[config.mk]
export PLATFORM = sky130hd
export DESIGN_NAME = rtc_apb_regs_flat
export DESIGN_NICKNAME = d
export VERILOG_FILES = /design/src/rtl/rtc_apb_regs_pkg.sv /design/src/rtl/rtc_apb_regs_if.sv /design/src/rtl/rtc_counter.sv /design/src/rtl/rtc_apb_regs.sv /design/src/flat_wrapper.sv
export SDC_FILE = /design/constraint.sdc
export NUM_CORES = 1
export LEC_CHECK = 0
export ABC_CLOCK_PERIOD_IN_PS = 1900
export CORE_ASPECT_RATIO = 1.5
export CORE_MARGIN = 4
export CORE_UTILIZATION = 50
export CTS_CLUSTER_SIZE = 8
export DETAILED_ROUTE_END_ITERATION = 8
export GPL_TIMING_DRIVEN = 1
export PLACE_DENSITY = 0.73
export RECOVER_POWER = 50
export SYNTH_ARGS = -nofsm -noshare
export SYNTH_HDL_FRONTEND = slang
export SYNTH_SLANG_ARGS = --single-unit
[constraint.sdc]
create_clock -name PCLK -period 1.9 [get_ports PCLK]
set_input_delay 0.19 -clock PCLK [delete_from_list [all_inputs] [get_ports PCLK]]
set_output_delay 0.19 -clock PCLK [all_outputs]
set_load 0.1 [all_outputs]
[src/rtl/rtc_apb_regs_pkg.sv]
// rtc_apb_regs_pkg: register word offsets, peripheral ID bytes and count type.
// Rev 1.0
`default_nettype none

package rtc_apb_regs_pkg;

  typedef logic [31:0] count_t;

  // Word addresses, i.e. byte offset >> 2
  localparam logic [9:0] C_ADDR_DR   = 10'h000;
  localparam logic [9:0] C_ADDR_MR   = 10'h001;
  localparam logic [9:0] C_ADDR_LR   = 10'h002;
  localparam logic [9:0] C_ADDR_CR   = 10'h003;
  localparam logic [9:0] C_ADDR_IMSC = 10'h004;
  localparam logic [9:0] C_ADDR_RIS  = 10'h005;
  localparam logic [9:0] C_ADDR_MIS  = 10'h006;
  localparam logic [9:0] C_ADDR_ICR  = 10'h007;
  localparam logic [9:0] C_ADDR_PID0 = 10'h3F8;
  localparam logic [9:0] C_ADDR_PID1 = 10'h3F9;
  localparam logic [9:0] C_ADDR_PID2 = 10'h3FA;
  localparam logic [9:0] C_ADDR_PID3 = 10'h3FB;
  localparam logic [9:0] C_ADDR_CID0 = 10'h3FC;
  localparam logic [9:0] C_ADDR_CID1 = 10'h3FD;
  localparam logic [9:0] C_ADDR_CID2 = 10'h3FE;
  localparam logic [9:0] C_ADDR_CID3 = 10'h3FF;

  localparam logic [7:0] C_PID0      = 8'h31;
  localparam logic [7:0] C_PID1      = 8'h10;
  localparam logic [3:0] C_PID2_LO   = 4'h4;
  localparam logic [7:0] C_PID3      = 8'h00;
  localparam logic [7:0] C_CID0      = 8'h0D;
  localparam logic [7:0] C_CID1      = 8'hF0;
  localparam logic [7:0] C_CID2      = 8'h05;
  localparam logic [7:0] C_CID3      = 8'hB1;

endpackage

`default_nettype wire

[src/rtl/rtc_apb_regs_if.sv]
// rtc_apb_regs_if: APB bus signals shared by the requester and the RTC registers.
// Rev 1.0
`default_nettype none

interface rtc_apb_regs_if;
  logic        PSEL;
  logic        PENABLE;
  logic        PWRITE;
  logic [9:0]  PADDR;
  logic [31:0] PWDATA;
  logic [31:0] PRDATA;

  modport master (output PSEL, PENABLE, PWRITE, PADDR, PWDATA, input PRDATA);
  modport slave  (input PSEL, PENABLE, PWRITE, PADDR, PWDATA, output PRDATA);
endinterface

`default_nettype wire

[src/rtl/rtc_counter.sv]
// rtc_counter: 32-bit seconds counter with load, wrap and post-update match pulse.
// Rev 1.0
`default_nettype none

module rtc_counter
  import rtc_apb_regs_pkg::*;
(
  input  wire logic   PCLK,
  input  wire logic   PRESETn,
  input  wire logic   i_tick,
  input  wire logic   i_en,
  input  wire logic   i_load,
  input  wire count_t i_load_val,
  input  wire count_t i_match_val,
  output count_t      o_count,
  output logic        o_match
);

  count_t r_count;
  logic   r_upd;

  always_ff @(posedge PCLK or negedge PRESETn) begin
    if (!PRESETn) begin
      r_count <= '0;
      r_upd   <= 1'b0;
    end else begin
      r_upd <= i_load | (i_tick & i_en);
      // Load has priority over a coincident tick
      if (i_load)
        r_count <= i_load_val;
      else if (i_tick && i_en)
        r_count <= r_count + 32'd1;
    end
  end

  // Compared in the cycle after the update so RIS sets one edge later
  assign o_match = r_upd && (r_count == i_match_val);
  assign o_count = r_count;

endmodule

`default_nettype wire

[src/rtl/rtc_apb_regs.sv]
// rtc_apb_regs: APB register block of the RTC with decode, control registers and read mux.
// Rev 1.0
`default_nettype none

module rtc_apb_regs
  import rtc_apb_regs_pkg::*;
(
  input  wire logic        PCLK,
  input  wire logic        PRESETn,
  rtc_apb_regs_if.slave    apb,
  input  wire logic        Tick,
  input  wire logic        Revision,
  output logic             RTCINTR
);

  count_t      r_mr;
  count_t      r_lr;
  logic        r_cr;
  logic        r_imsc;
  logic        r_ris;
  logic        r_intr;
  logic [31:0] r_prdata;

  logic        w_wr;
  logic        w_rd;
  logic        w_wr_lr;
  logic        w_match;
  count_t      w_count;
  logic [31:0] w_rdata;

  assign w_wr    = apb.PSEL & apb.PENABLE & apb.PWRITE;
  assign w_rd    = apb.PSEL & ~apb.PENABLE & ~apb.PWRITE;
  assign w_wr_lr = w_wr && (apb.PADDR == C_ADDR_LR);

  rtc_counter u_counter (
    .PCLK        (PCLK),
    .PRESETn     (PRESETn),
    .i_tick      (Tick),
    .i_en        (r_cr),
    .i_load      (w_wr_lr),
    .i_load_val  (apb.PWDATA),
    .i_match_val (r_mr),
    .o_count     (w_count),
    .o_match     (w_match)
  );

  always_ff @(posedge PCLK or negedge PRESETn) begin
    if (!PRESETn) begin
      r_mr   <= '0;
      r_lr   <= '0;
      r_cr   <= 1'b0;
      r_imsc <= 1'b0;
      r_ris  <= 1'b0;
      r_intr <= 1'b0;
    end else begin
      if (w_wr && (apb.PADDR == C_ADDR_MR))   r_mr   <= apb.PWDATA;
      if (w_wr_lr)                            r_lr   <= apb.PWDATA;
      if (w_wr && (apb.PADDR == C_ADDR_CR))   r_cr   <= apb.PWDATA[0];
      if (w_wr && (apb.PADDR == C_ADDR_IMSC)) r_imsc <= apb.PWDATA[0];
      // A match set outranks a coincident ICR clear
      if (w_match)
        r_ris <= 1'b1;
      else if (w_wr && (apb.PADDR == C_ADDR_ICR) && apb.PWDATA[0])
        r_ris <= 1'b0;
      r_intr <= r_ris & r_imsc;
    end
  end

  always_comb begin
    w_rdata = '0;
    case (apb.PADDR)
      C_ADDR_DR:   w_rdata = w_count;
      C_ADDR_MR:   w_rdata = r_mr;
      C_ADDR_LR:   w_rdata = r_lr;
      C_ADDR_CR:   w_rdata = {31'd0, r_cr};
      C_ADDR_IMSC: w_rdata = {31'd0, r_imsc};
      C_ADDR_RIS:  w_rdata = {31'd0, r_ris};
      C_ADDR_MIS:  w_rdata = {31'd0, r_ris & r_imsc};
      C_ADDR_PID0: w_rdata = {24'd0, C_PID0};
      C_ADDR_PID1: w_rdata = {24'd0, C_PID1};
      C_ADDR_PID2: w_rdata = {24'd0, 3'b000, Revision, C_PID2_LO};
      C_ADDR_PID3: w_rdata = {24'd0, C_PID3};
      C_ADDR_CID0: w_rdata = {24'd0, C_CID0};
      C_ADDR_CID1: w_rdata = {24'd0, C_CID1};
      C_ADDR_CID2: w_rdata = {24'd0, C_CID2};
      C_ADDR_CID3: w_rdata = {24'd0, C_CID3};
      default:     w_rdata = '0;
    endcase
  end

  // Read data is captured in the setup phase and held until the next read
  always_ff @(posedge PCLK or negedge PRESETn) begin
    if (!PRESETn)
      r_prdata <= '0;
    else if (w_rd)
      r_prdata <= w_rdata;
  end

  assign apb.PRDATA = r_prdata;
  assign RTCINTR    = r_intr;

endmodule

`default_nettype wire

[src/flat_wrapper.sv]
// flat-port wrapper written by rule: the top's interface ports become plain ports
module rtc_apb_regs_flat import rtc_apb_regs_pkg::*;
  (PCLK, PRESETn, Tick, Revision, RTCINTR, apb_PSEL, apb_PENABLE, apb_PWRITE, apb_PADDR, apb_PWDATA, apb_PRDATA);
  rtc_apb_regs_if apb_i ();
  input  wire logic PCLK;
  input  wire logic PRESETn;
  input  wire logic Tick;
  input  wire logic Revision;
  output logic RTCINTR;
  input wire logic [$bits(apb_i.PSEL)-1:0] apb_PSEL;
  input wire logic [$bits(apb_i.PENABLE)-1:0] apb_PENABLE;
  input wire logic [$bits(apb_i.PWRITE)-1:0] apb_PWRITE;
  input wire logic [$bits(apb_i.PADDR)-1:0] apb_PADDR;
  input wire logic [$bits(apb_i.PWDATA)-1:0] apb_PWDATA;
  output wire logic [$bits(apb_i.PRDATA)-1:0] apb_PRDATA;
  assign apb_i.PSEL = apb_PSEL;
  assign apb_i.PENABLE = apb_PENABLE;
  assign apb_i.PWRITE = apb_PWRITE;
  assign apb_i.PADDR = apb_PADDR;
  assign apb_i.PWDATA = apb_PWDATA;
  assign apb_PRDATA = apb_i.PRDATA;
  rtc_apb_regs u_core (.PCLK(PCLK), .PRESETn(PRESETn), .apb(apb_i), .Tick(Tick), .Revision(Revision), .RTCINTR(RTCINTR));
endmodule
==> results of run 1 <==
stage by stage:
step / instances / utilization [%] / setup slack, ps / instance area (sq um) / power, uW
2_1_floorplan: 663 / - / 144 / 6570 / 2980
3_3_place_gp: 911 / 60.6 / -262 / 7850 / 3220
3_5_place_dp: 911 / 60.6 / -283 / 7850 / 3220
4_1_cts: 943 / 65.2 / 90.6 / 8440 / 6380
5_1_grt: 943 / 64.7 / 3.81 / 8390 / 6540
6_report: 943 / 64.7 / 127 / 8390 / 6340
worst max-delay path by stage:
stage | start | endpoint | depth (start not counted)
after floorplan | u_core.u_counter.o_count[0]$_DFFE_PN0P_ | u_core.u_counter.o_count[16]$_DFFE_PN0P_ | 6
after global placement | apb_PADDR[5] | u_core.apb.PRDATA[23]$_DFFE_PN0P_ | 8
after detailed placement | apb_PADDR[5] | u_core.apb.PRDATA[20]$_DFFE_PN0P_ | 8
after CTS | u_core.u_counter.o_count[4]$_DFFE_PN0P_ | u_core.u_counter.o_count[29]$_DFFE_PN0P_ | 6
after global routing | apb_PADDR[5] | u_core.apb.PRDATA[18]$_DFFE_PN0P_ | 8
final | u_core.u_counter.o_count[17]$_DFFE_PN0P_ | u_core.u_counter.o_count[24]$_DFFE_PN0P_ | 6
per-layer routing:
layer  vias to the layer above  GRT usage, %  share of wire [%]
li1                       2548             -                  -
met1                      2748          32.1                 40
met2                       206          41.6                 50
met3                        50          6.80                6.9
met4                         0          12.3                3.8
met5                         -             0                  0
critical path: stages, from the launching register on:
cell and delay [ps]:
dfrtp_1 450, nand3_1 210, nor4_2 370, buf_4 220, nand3_1 140, xor2_1 180, o21ai_1 130
registers in the layout, summed over array words and instances (netlist names):
signal / count
u_core.RTCINTR: 1
u_core.r_mr: 32
u_core.apb.PRDATA: 32
u_core.r_ris: 1
u_core.r_cr: 1
u_core.u_counter.o_count: 32
u_core.u_counter.r_upd: 1
u_core.r_imsc: 1
u_core.r_lr: 32
power by group:
group / switching, uW / internal [uW] / total (uW) / leakage [uW]
logic: 167 / 144 / 311 / 0.00180
clock network: 1180 / 1990 / 3170 / 0.000283
registers: 10.3 / 2850 / 2860 / 0.00184
timing repair:
item,in CTS,in global routing
hold buffers,1,0
resized for setup,0,6
hold endpoints to repair,26,0
setup endpoints to repair,0,18
cell usage in the layout (no fill, tap or decap), types with 8 or more instances in the layout:
master / n
mux2_2: 32
dfrtp_1: 131
nor3_1: 8
buf_4: 57
a22oi_1: 25
nand4_1: 19
nand3_1: 22
o21ai_0: 56
clkbuf_16: 17
clkdlybuf4s50_1: 47
xnor2_1: 23
nand2_1: 148
xor2_1: 40
a22o_1: 25
o21ai_1: 10
clkbuf_2: 17
mux2i_1: 8
nor2_1: 13
buf_12: 10
final cells by class:
class | count | area, sq um
inverter | 3 | 11.3
sequential | 133 | 3330
clock inverter | 8 | 72.6
timing repair buffer | 136 | 1220
tap | 159 | 199
multi-input combinational | 481 | 3040
fill | 1017 | 4570
clock buffer | 23 | 508
cell families after synthesis:
group / after synthesis
buf+inv: 49
fa+ha+maj: 1
compound gates: 134
flops: 133
mux: 43
xor+xnor: 63
simple gates: 240
==> flow_metrics.py, run 1 <==
metrics = {
    "timing": {
        "finalHoldViolCount": 0,
        "rsz0062_at_grt": "no",
        "slew_violations": 0,
        "worst_slew_margin_rel_pct": 51.9,
        "whs_ps": 351,
        "fin_crit_ps": 1770,
        "fin_worst_skew_ps": 7.80,
        "tightest_slew_ps": 721,
        "setup_viol": 0,
        "finalSetupTns_ps": 0,
        "fmax_ghz": 0.564,
        "min_period_over_period_pct": 93.3,
    },
    "synth": {
        "synthDistinctLibCells": 48,
        "synth_compound_area_share_pct": 13.2,
        "synth-xor-area-share_pct": 8.40,
        "synth_mux_area_share_pct": 7.39,
        "yosysMostFrequentCell": "nand2_1",
        "ys.flop_type": "dfrtp_1",
        "synth_top_family_by_area": "simple AND/OR/NAND/NOR gates",
        "ys_seq_area_share_pct": 50.7,
        "ys_ff_latch": 133,
        "yosysWarnings": 0,
        "yosys.area_share.simple_pct": 16.8,
        "syn_nets": 713,
        "yosys.area.top_type": "dfrtp_1",
        "syn_area_sq_um": 6570,
        "yosysTopAreaCellShare_pct": 50.7,
        "synth.top_cells.by_count": "nand2_1, dfrtp_1, o21ai_0, xor2_1, mux2_2",
        "synth_edf_count": 0,
        "postSynth.asyncResetShare_pct": 100,
        "synth_area_per_cell_sq_um": 9.91,
        "synthAdderAreaFrac_pct": 0.191,
        "syn_inst": 663,
        "synth.area.top_cells": "dfrtp_1, nand2_1, mux2_2",
    },
    "global_route": {
        "grt_pass1_wl_um": 29900,
        "grt_usage_pct": 25.8,
        "antenna_found_initial": 0,
        "grt_max_degree": 41,
        "overflow": 0,
        "grt_pass1_vias": 5749,
    },
    "critical_path": {
        "critPathLaunchType": "flip-flop",
        "endpoint_kind": "flip-flop",
        "r2r_start": "u_core.u_counter.o_count[17]$_DFFE_PN0P_",
        "crit_type": "reg -> reg",
        "reg2reg_slack_ps": 130,
        "crit_required_ps": 2240,
        "rr_worst_depth": 6,
        "r2r_end": "u_core.u_counter.o_count[24]$_DFFE_PN0P_",
        "crit_arrival_ps": 2110,
        "cp_max_fo": 8,
    },
    "floorplanning": {
        "io_pins": 82,
        "core_area_sq_um": 13000,
        "die-width_um": 102,
        "die_h_um": 148,
        "dieArea_sq_um": 15100,
        "num_rows": 51,
        "initial_core_util_pct": 50.7,
    },
    "place": {
        "port_buffers": 81,
        "hpwlAfterDp_um": 12900,
        "gp_congestion": 0.874,
    },
    "power": {
        "power_density_nw_per_um2": 756,
        "ir_drop_uv": 668,
        "p_leak_uw": 0.00393,
    },
    "clock_tree": {
        "htree_num_levels": 4,
        "clockRootBuffer": "clkbuf_16",
        "cts_max_path_buffers": 2,
        "numCtsBuffers": 17,
        "clk_latency_ps": 420,
        "cts_setup_buffers": 0,
        "cts_tree": "built",
        "clock-sinks": 133,
        "cts.clk_slew.worst_paths_ps": 50,
    },
    "route": {
        "first_pass_iters": 5,
        "remaining_drc_errors": 0,
        "drt-total-wl_um": 18700,
        "drtIter0Drc": 343,
        "wl_per_cell_um": 19.8,
        "ant_nets": 0,
        "via_per_inst": 5.89,
        "vias": 5552,
    },
    "hold_path": {
        "holdPathEnd": "u_core.r_lr[23]$_DFFE_PN0P_",
        "min-delay-start": "apb_PWDATA[23]",
        "hold_path.class": "in -> reg",
        "whs_path_depth": 3,
    },
    "final_layout": {
        "diodes": 0,
        "final_nets": 822,
        "drive_above_1_share_pct": 21.3,
        "area_delta_synth_final_pct": 27.7,
    },
    "outcome": {
        "status": "completed",
    },
    "flow_run": {
        "maxCapViolations": 0,
    },
}
Note: power is estimated with default switching activity, not from simulation.
==> inputs of run 2 (changes only) <==
--- a/config.mk
+++ b/config.mk
@@ -5,10 +5,11 @@
 export SDC_FILE = /design/constraint.sdc
 export NUM_CORES = 1
 export LEC_CHECK = 0
-export ABC_CLOCK_PERIOD_IN_PS = 1900
+export ABC_CLOCK_PERIOD_IN_PS = 2100
 export CORE_ASPECT_RATIO = 1.5
 export CORE_MARGIN = 4
 export CORE_UTILIZATION = 50
+export CTS_BUF_LIST = sky130_fd_sc_hd__clkbuf_4 sky130_fd_sc_hd__clkbuf_8
 export CTS_CLUSTER_SIZE = 8
 export DETAILED_ROUTE_END_ITERATION = 8
 export GPL_TIMING_DRIVEN = 1
==> constraint.sdc (replaced) <==
create_clock -name PCLK -period 2.1 [get_ports PCLK]
set_input_delay 0.21 -clock PCLK [delete_from_list [all_inputs] [get_ports PCLK]]
set_output_delay 0.21 -clock PCLK [all_outputs]
set_load 0.1 [all_outputs]
==> run 2 against run 1 <==
Compared with the run above:
- global-route usage decreased by 0.43 points
- non-clock buffer count decreased by 21
- largest power group is now registers
- via count decreased by 0.36%
- largest cell class unchanged
- maximum frequency decreased by 10%
- highest routed layer unchanged
==> flow_metrics.py, run 2 (synthesized netlist as in run 1, its figures left out) <==
metrics = {
    "route": {
        "via_per_inst": 5.99,
        "remaining_drc_errors": 0,
        "wl_per_cell_um": 19.7,
        "drtIter0Drc": 414,
        "ant_nets": 0,
        "drt-total-wl_um": 18100,
        "vias": 5532,
        "first_pass_iters": 5,
    },
    "power": {
        "power_density_nw_per_um2": 650,
        "p_leak_uw": 0.00377,
        "ir_drop_uv": 468,
    },
    "floorplanning": {
        "die-width_um": 102,
        "io_pins": 82,
        "num_rows": 51,
        "initial_core_util_pct": 50.7,
        "core_area_sq_um": 13000,
        "die_h_um": 148,
        "dieArea_sq_um": 15100,
    },
    "timing": {
        "fin_crit_ps": 1980,
        "finalHoldViolCount": 0,
        "min_period_over_period_pct": 94.2,
        "worst_slew_margin_rel_pct": 34.0,
        "rsz0062_at_grt": "no",
        "finalSetupTns_ps": 0,
        "whs_ps": 351,
        "slew_violations": 0,
        "tightest_slew_ps": 990,
        "fin_worst_skew_ps": 13.2,
        "setup_viol": 0,
        "fmax_ghz": 0.506,
        "postLayoutSetupSlackWorst_ps": 123,
    },
    "final_layout": {
        "area_delta_synth_final_pct": 23.8,
        "mostFrequentLayoutCell": "nand2_1",
        "layout_common_cells": "nand2_1, dfrtp_1, o21ai_0",
        "final_nets": 801,
        "diodes": 0,
        "post-route-util_pct": 62.7,
        "fill_cells": 1060,
        "drive_above_1_share_pct": 19.0,
    },
    "clock_tree": {
        "cts_setup_buffers": 0,
        "cts_max_path_buffers": 2,
        "clockRootBuffer": "clkbuf_8",
        "htree_num_levels": 4,
        "clock-sinks": 133,
        "cts_tree": "built",
        "clk_latency_ps": 450,
        "numCtsBuffers": 17,
        "cts.clk_slew.worst_paths_ps": 90,
    },
    "global_route": {
        "grt_pass1_vias": 5805,
        "overflow": 0,
        "grt_max_degree": 54,
        "antenna_found_initial": 0,
        "grt_usage_pct": 25.4,
        "grt_pass1_wl_um": 29500,
    },
    "outcome": {
        "status": "completed",
    },
    "critical_path": {
        "cpMostUsedCell": "nand4_1",
        "cp_slowest_cell": "dfrtp_1",
        "crit_buf_inv": 1,
        "crit_type": "reg -> reg",
        "max_stage_delay_ps": 460,
        "cp_max_fo": 5,
        "crit_required_ps": 2470,
        "critPathLaunchType": "flip-flop",
        "reg2reg_slack_ps": 120,
        "endpoint_kind": "flip-flop",
        "crit_arrival_ps": 2350,
        "path_delay_family": "simple AND/OR/NAND/NOR gates",
        "critical_path.cell_chain": "ha_1 -> nand4_1 -> nor4_2 -> buf_4 -> nand4_1 -> xor2_1 -> o21ai_0",
    },
    "hold_path": {
        "hold_path.class": "in -> reg",
    },
    "flow_run": {
        "maxCapViolations": 0,
    },
    "place": {
        "gp_congestion": 0.822,
        "place_ws_ps": -81.3,
        "port_buffers": 81,
        "hpwlAfterDp_um": 12400,
    },
}
[run 2: cell count changes in the layout (fill, tap and decap cells not counted), sizes merged]
cell	before	now
buf	68	50
bufinv	1	4
clkbuf	43	35
inv	3	6
[run 2: metal layers]
metal | up-vias | wire length, um | track usage, %
li1 | 2511 | - | -
met1 | 2745 | 7270 | 31.6
met2 | 229 | 9280 | 42.5
met3 | 47 | 1070 | 5.35
met4 | 0 | 529 | 10.8
met5 | - | 0 | 0
[run 2: worst reg2reg max path: cells and delay by family (launching register included)]
family / cells / cell delay (ps)
xor gates and xnor gates: 1 / 170
DFF: 1 / 460
buffers and inverters: 1 / 220
adders and majority gates: 1 / 200
AOI/OAI and AO/OA: 1 / 150
and+or+nand+nor: 3 / 700
[run 2: final cells by class]
type                       instances  area, sq um  area share [%]
timing repair buffer             115         1110            13.6
clock inverter                    14          200            2.46
inverter                           3         11.3           0.139
multi-input combinational        481         3040            37.3
clock buffer                      18          248            3.05
sequential                       133         3330            40.9
tap                              159          199            2.45
[run 2: worst paths after layout]
path                       cells after the start                                    start                                       end
max                                            7  u_core.u_counter.o_count[1]$_DFFE_PN0P_  u_core.u_counter.o_count[16]$_DFFE_PN0P_
min                                            3                            apb_PWDATA[1]                u_core.r_lr[1]$_DFFE_PN0P_
max reg2reg                                    7  u_core.u_counter.o_count[1]$_DFFE_PN0P_  u_core.u_counter.o_count[16]$_DFFE_PN0P_
min reg2reg                                    2              u_core.r_lr[26]$_DFFE_PN0P_               u_core.r_lr[26]$_DFFE_PN0P_
max in group asynchronous                      3                                  PRESETn               u_core.r_mr[17]$_DFFE_PN0P_
min in group asynchronous                      2                                  PRESETn         u_core.apb.PRDATA[23]$_DFFE_PN0P_
[run 2: power breakdown]
part / switching (uW) / internal (uW) / leakage (uW)
clock network: 1080 / 1340 / 0.000216
logic: 148 / 129 / 0.00171
registers: 10.4 / 2570 / 0.00185
[run 2: what timing repair did]
item	CTS	global route
endpoints found under the hold margin	37	0
setup endpoints to repair	0	1
hold buffers	1	0
resized for setup	0	1
[run 2: metrics by stage]
stage          cells  power (uW)  instance area, sq um
2_1_floorplan    663        2700                  6570
3_3_place_gp     890        2910                  7720
3_5_place_dp     890        2910                  7720
4_1_cts          923        5310                  8170
5_1_grt          923        5470                  8130
6_report         923        5280                  8130
